==> config.mk <==
export PLATFORM = sky130hd
export DESIGN_NAME = clk_rst_gen
export DESIGN_NICKNAME = d
export VERILOG_FILES = /design/src/rtl/clk_rst_gen.sv
export SDC_FILE = /design/constraint.sdc
export NUM_CORES = 1
export LEC_CHECK = 0
export CORE_MARGIN = 1.5
export CORE_UTILIZATION = 55
export DETAILED_ROUTE_END_ITERATION = 6
export PLACE_DENSITY_LB_ADDON = 0.12
export SKIP_CTS_REPAIR_TIMING = 1
export SLEW_MARGIN = 30
export SYNTH_ARGS = -nofsm -noshare
export SYNTH_HDL_FRONTEND = slang
export SYNTH_SLANG_ARGS = --single-unit
==> constraint.sdc <==
create_clock -name clk_i -period 2.78 [get_ports clk_i]
set_input_delay 0.695 -clock clk_i [delete_from_list [all_inputs] [get_ports clk_i]]
set_output_delay 0.695 -clock clk_i [all_outputs]
set_load 0.03 [all_outputs]
==> src/rtl/clk_rst_gen.sv <==
// clk_rst_gen: divided clock with programmable period/duty plus a delayed, synchronised active-low reset
module clk_rst_gen #(
  parameter int PERIOD = 5,
  parameter int DUTY   = 50,
  parameter int DELAY  = 996
) (
  input  logic clk_i,
  input  logic rst_n_i,
  output logic clk_out_o,
  output logic tick_o,
  output logic rst_n_out_o,
  output logic busy_o
);
  if (PERIOD < 2 || DUTY < 1 || DUTY > 99 || DELAY < 0 || DELAY > 65535) begin : g_bad_param
    $error("clk_rst_gen: illegal parameter PERIOD=%0d DUTY=%0d DELAY=%0d", PERIOD, DUTY, DELAY);
  end
  localparam int HRAW = PERIOD * DUTY / 100;
  localparam int HIGH = HRAW < 1 ? 1 : (HRAW > PERIOD - 1 ? PERIOD - 1 : HRAW);
  localparam int PW = PERIOD > 2 ? $clog2(PERIOD) : 1;
  localparam logic [PW-1:0] LAST = PW'(PERIOD - 1);
  localparam logic [PW-1:0] HI = PW'(HIGH);
  localparam logic [15:0] DLY = 16'(DELAY);
  logic [PW-1:0] phase_q, phase_d;
  logic [15:0] dcnt_q, dcnt_d;
  logic clk_out_q, clk_out_d, tick_q, tick_d, s1_q, s2_q;
  logic rst_out_q, rst_out_d, busy_q, busy_d;
  // next state: release and busy are evaluated on the post-edge synchroniser and counter values
  always_comb begin
    phase_d   = phase_q == LAST ? '0 : phase_q + 1'b1;
    clk_out_d = phase_q < HI;
    tick_d    = phase_q == '0;
    dcnt_d    = (s2_q && dcnt_q < DLY) ? dcnt_q + 16'd1 : dcnt_q;
    rst_out_d = s1_q & (dcnt_d == DLY);
    busy_d    = s1_q & ~rst_out_d;
  end
  // every flop clears asynchronously so outputs drop without a clk edge
  always_ff @(posedge clk_i or negedge rst_n_i) begin
    if (!rst_n_i) begin
      phase_q   <= '0;
      clk_out_q <= 1'b0;
      tick_q    <= 1'b0;
      s1_q      <= 1'b0;
      s2_q      <= 1'b0;
      dcnt_q    <= '0;
      rst_out_q <= 1'b0;
      busy_q    <= 1'b0;
    end else begin
      phase_q   <= phase_d;
      clk_out_q <= clk_out_d;
      tick_q    <= tick_d;
      s1_q      <= 1'b1;
      s2_q      <= s1_q;
      dcnt_q    <= dcnt_d;
      rst_out_q <= rst_out_d;
      busy_q    <= busy_d;
    end
  end
  assign clk_out_o   = clk_out_q;
  assign tick_o      = tick_q;
  assign rst_n_out_o = rst_out_q;
  assign busy_o      = busy_q;
endmodule

=== After elaboration in Yosys (flattened, before gate mapping) ===
Index checks and enable logic that the tools add are counted.

* Flip-flop bits (word level): 25
* Input port bits: 2
* Output and inout port bits: 4
* Word-level logic and storage cells: 21

* Add/sub/neg operators: 2
* Order comparisons: 2
* Equal/unequal tests: 2
* Mux-type cells: 2
* Bitwise gates (word level): 3
* Reductions and logical operators: 2

{| class="wikitable"
|+ Operator list
! operator !! number
|-
| 16-bit by 1-bit adder with 16-bit output, second input constant || 1
|-
| 16-bit by 10-bit equality test with 1-bit output, second input constant || 1
|-
| 16-bit by 10-bit < comparator with 1-bit output, second input constant || 1
|-
| 16-bit two-way mux || 1
|-
| 3-bit by 1-bit adder with 3-bit output, second input constant || 1
|-
| 3-bit equality test, second input constant || 1
|-
| 3-bit logical NOT || 1
|-
| 3-bit by 2-bit < comparator with 1-bit output, second input constant || 1
|-
| 3-bit two-way mux || 1
|-
| 1-bit AND || 2
|-
| 1-bit logical AND || 1
|-
| 1-bit NOT || 1
|}

=== Longest topological paths before layout ===
* Depth after elaboration: 7
* Depth in mapped cells: 6
* Gate-level depth less buffers: 6

=== Worst setup path before layout ===
No wires, ideal clock.

* Kind: register to register
* Start point: register dcnt_q[15]
* End point: register busy_q, in the netlist busy_o
* Library setup time: 0.124 ns
* Data arrival time: 1.767 ns
* Required time: 2.656 ns
* Slack: 0.889 ns
* Cell stages (with the launch flop): 6
* Buffers on the path: 0
* Clock period less this slack: 1.891 ns
* Cell sequence: dfrtp_1 -> or4_4 -> nor4_4 -> and4bb_1 -> nor3_1 -> o31a_1

* Longest elaborated chain between the ends: 7
* Elaborated cells on any way between the ends: 8
* Classes of those cells: add/sub: 1; order compare: 1; eq/ne: 1; mux: 1; bitwise: 3; reduce/logical: 1

{| class="wikitable"
|+ RTL lines
! item !! RTL line !! source
|-
| start: declaration || 24 || <nowiki>logic [15:0] dcnt_q, dcnt_d;</nowiki>
|-
| start signal: assignment || 53 || <nowiki>dcnt_q <= dcnt_d;</nowiki>
|-
| 16-bit by 10-bit < comparator with 1-bit output || 32 || <nowiki>dcnt_d = (s2_q && dcnt_q < DLY) ? dcnt_q + 16'd1 : dcnt_q;</nowiki>
|-
| 1-bit logical AND || 32 ||
|-
| 16-bit two-way mux (*) || 32 ||
|-
| 16-bit by 10-bit equality test with 1-bit output (*) || 33 || <nowiki>rst_out_d = s1_q & (dcnt_d == DLY);</nowiki>
|-
| 1-bit AND (*) || 33 ||
|-
| 1-bit NOT (*) || 34 || <nowiki>busy_d = s1_q & ~rst_out_d;</nowiki>
|-
| 1-bit AND (*) || 34 ||
|-
| via busy_d || 26 || <nowiki>logic rst_out_q, rst_out_d, busy_q, busy_d;</nowiki>
|-
| end signal: assignment || 55 || <nowiki>busy_q <= busy_d;</nowiki>
|-
| end: declaration || 26 ||
|}

Mark *: on every way through the listed nets, which the timed path passes. The rest lies on a longest branch.

=== Final worst setup path ===
* Start point: register dcnt_q[15]
* End point: register rst_out_q, in the netlist rst_n_out_o

* Longest elaborated chain between the ends: 5
* Elaborated cells on any way between the ends: 6
* Classes of those cells: add/sub: 1; order compare: 1; eq/ne: 1; mux: 1; bitwise: 1; reduce/logical: 1

{| class="wikitable"
|+ RTL lines
! item !! RTL line !! source
|-
| 16-bit by 10-bit < comparator with 1-bit output || 32 ||
|-
| 1-bit logical AND || 32 ||
|-
| 16-bit two-way mux (*) || 32 ||
|-
| 16-bit by 10-bit equality test with 1-bit output (*) || 33 ||
|-
| 1-bit AND (*) || 33 ||
|-
| via rst_out_d || 26 ||
|-
| end signal: assignment || 54 || <nowiki>rst_out_q <= rst_out_d;</nowiki>
|-
| end: declaration || 26 ||
|}

Marked as above.

==> qor.csv <==
stage,metric,value,unit
yosys,ys_seq_area_share,55.68,%
grt,met3_usage,4.815,%
timing,setup_tns,0,ns
yosys,yosysWarnings,0,
yosys,synth_cell_type_count,35,
finish,antenna_cells,0,
yosys,synthTopCellsByArea,"dfrtp_1, ha_1, nand2_1, xor2_1, nor3_1",
grt,grt_use_met2,25.79,%
clocking,h-tree-depth,1,
pwr,ir_drop,0.4930,mV
timing,period_share,74.86,%
critical_path,cp-start-kind,flop,
pwr,powerDensity,635.7,nW/µm²
critical_path,cp.required,2.99,ns
critical_path,crit_arrival,2.29,ns
place,place_hpwl,1.356,mm
timing,post-route-min-period,2.081,ns
finish,syn2layout_area_growth,8.241,%
critical_path,crit_fanout,7,
grt,gr-total-overflow,0,
grt,grt_pass1_wl,2.911,mm
timing,worst_hold_slack,0.4147,ns
timing,setup_viol,0,
yosys,syn-instance-count,99,
timing,rsz0062_at_grt,no,
finish,nets,109,
yosys,synth_most_common_cell,dfrtp_1,
routing,wl,1.792,mm
pwr,p_leak,0.5376,nW
routing,postRouteAntennaNets,0,
yosys,synth_nets,104,
finish,seq_area,625.6,µm²
place,port_buffers,5,
finish,fin_cells,130,
grt,grt_util_met1,27.82,%
grt,track_usage,18.73,%
grt,antenna_found_initial,0,
routing,viasPerCell,5.392,
place,place.gp.congestion,0.8369,
routing,drc_errors,0,
critical_path,path_class,reg2reg,
yosys,async_reset_ff_share,100.0,%
yosys,syn_avg_cell_area,11.35,µm²
yosys,synth_top_area_share,55.68,%
grt,grt_pass1_vias,644,
grt,grt_max_degree,26,
yosys,synth_area_leader_cell,dfrtp_1,
timing,drv_slew,0,
finish,drive_gt1_share,11.65,%
yosys,syn-cell-area,1124,µm²
yosys,synth_edf_count,0,
clocking,clk_path_buf_depth,2,
routing,drtPass1Iterations,4,
timing,finalHoldViolations,0,
routing,drtIter0Drc,12,
clocking,root_buffer,clkbuf_4,
clocking,path_clk_slew,0.13,ns
floorplanning,die_h,48.20,µm
clocking,cts_tree,built,
floorplanning,die_area,2323,µm²
floorplanning,core_area,1942,µm²
place,dp.cells,126,
clocking,clk_latency,0.31,ns
floorplanning,die_w,48.20,µm
finish,n_fill_cell,161,
floorplanning,rows,16,
finish,multi_input_area,450.4,µm²
clocking,numCtsBuffers,3,
routing,avgRoutedWirePerCell,13.78,µm
job,maxCapViolCount,0,
yosys,synth_ff_type,dfrtp_1,
grt,grt.busiest_layer,met1,
critical_path,end_kind,flop,
routing,via_count,701,
yosys,synth_common_cells,"dfrtp_1, nand2_1",
timing,fmax,480.5,MHz
hold_path,hold_class,reg2reg,
timing,skew,0.003437,ns
yosys,synth-seq-cells,25,
floorplanning,io_pins,6,
floorplanning,initial_core_util,57.86,%
status,status,finished clean,
clocking,cts.sinks,25,
==> worst paths after layout <==
kind                            cells after the start                  from                    end  slack, ns
max in group asynchronous                           2               rst_n_i    dcnt_q[5]$_DFF_PN0_       1.82
worst min-delay path                                0        s1_q$_DFF_PN0_         s2_q$_DFF_PN0_       0.41
worst max register to register                      5  dcnt_q[15]$_DFF_PN0_  rst_n_out_o$_DFF_PN0_       0.70
worst max-delay path                                5  dcnt_q[15]$_DFF_PN0_  rst_n_out_o$_DFF_PN0_       0.70
worst min register to register                      0        s1_q$_DFF_PN0_         s2_q$_DFF_PN0_       0.41
min in group asynchronous                           2               rst_n_i  rst_n_out_o$_DFF_PN0_       0.72
==> per-stage QoR <==
step | util [%] | cell area, µm² | power [mW] | worst slack (ns)
floorplan | - | 1124 | 0.5737 | 0.8889
CTS | 62.63 | 1216 | 0.7838 | 0.6844
global route | 62.63 | 1216 | 0.8286 | 0.4384
global placement | 61.08 | 1186 | 0.6162 | 0.8121
finish | 62.63 | 1216 | 0.7732 | 0.6990
detailed placement | 61.08 | 1186 | 0.6227 | 0.7485
==> per-layer routing <==
metal	up-vias	part of all wire, %
met2	11	44
li1	357	-
met5	-	0
met4	0	2.0
met1	328	50
met3	5	4.1
==> logic make-up after synthesis <==
| kind of cell | synth area share [%] |
|---|---|
| AO/OA/AOI/OAI | 5.790 |
| XOR/XNOR | 3.898 |
| adder cells (fa/ha/maj) | 3.341 |
| buffers and inverters | 4.232 |
| flip-flops | 55.68 |
| multiplexers | 3.786 |
| other | 0.3338 |
| AND/OR/NAND/NOR | 22.94 |
==> worst max-delay path: stages (launching register included) <==
cell       delay (ns)
dfrtp_1          0.41
nor4_1           0.35
nand3_1          0.30
o31ai_1          0.37
o2111ai_1        0.20
nor4_1           0.35
==> registers in the layout, indices dropped and copies added (netlist names) <==
| name | count |
|---|---|
| clk_out_o | 1 |
| tick_o | 1 |
| s1_q | 1 |
| busy_o | 1 |
| phase_q | 3 |
| dcnt_q | 16 |
| s2_q | 1 |
| rst_n_out_o | 1 |
==> layout by cell type, fill, tap and decap left out, drive strengths merged <==
cell type / Yosys / routed
clkdlybuf4s50: 0 / 5
a21oi: 1 / 1
nor4b: 1 / 1
nand4: 1 / 1
o2111ai: 1 / 1
mux2i: 2 / 2
nor3: 5 / 5
or2: 1 / 1
o31ai: 2 / 2
a31o: 1 / 1
buf: 0 / 1
o31a: 2 / 2
xor2: 3 / 3
nand3: 4 / 4
nand4b: 1 / 1
nor2: 5 / 5
nor4: 5 / 5
nor3b: 3 / 3
o21ai: 2 / 2
ha: 3 / 3
nand2: 7 / 7
inv: 5 / 5
and4bb: 1 / 1
nand4bb: 1 / 1
or4: 2 / 2
xnor2: 2 / 2
mux2: 2 / 2
conb: 1 / 1
nor2b: 1 / 1
dfrtp: 25 / 25
clkinvlp: 0 / 1
clkbuf: 5 / 3
nand2b: 1 / 1
and3: 2 / 2
==> power by group <==
group	switching, mW	internal [mW]	leakage, nW	total (mW)
clock	0.104	0.0549	0.0139	0.159
combinational	0.0761	0.0704	0.196	0.146
sequential	0.0595	0.408	0.328	0.467
==> area by class of cell <==
cell class                 count  area share (%)
sequential                    25           51.44
multi-input combinational     63           37.04
timing repair buffer           6           4.732
tap                           27           2.778
clock buffer                   3           1.852
inverter                       5           1.543
clock inverter                 1          0.6173
(Power assumes the default switching activity.)
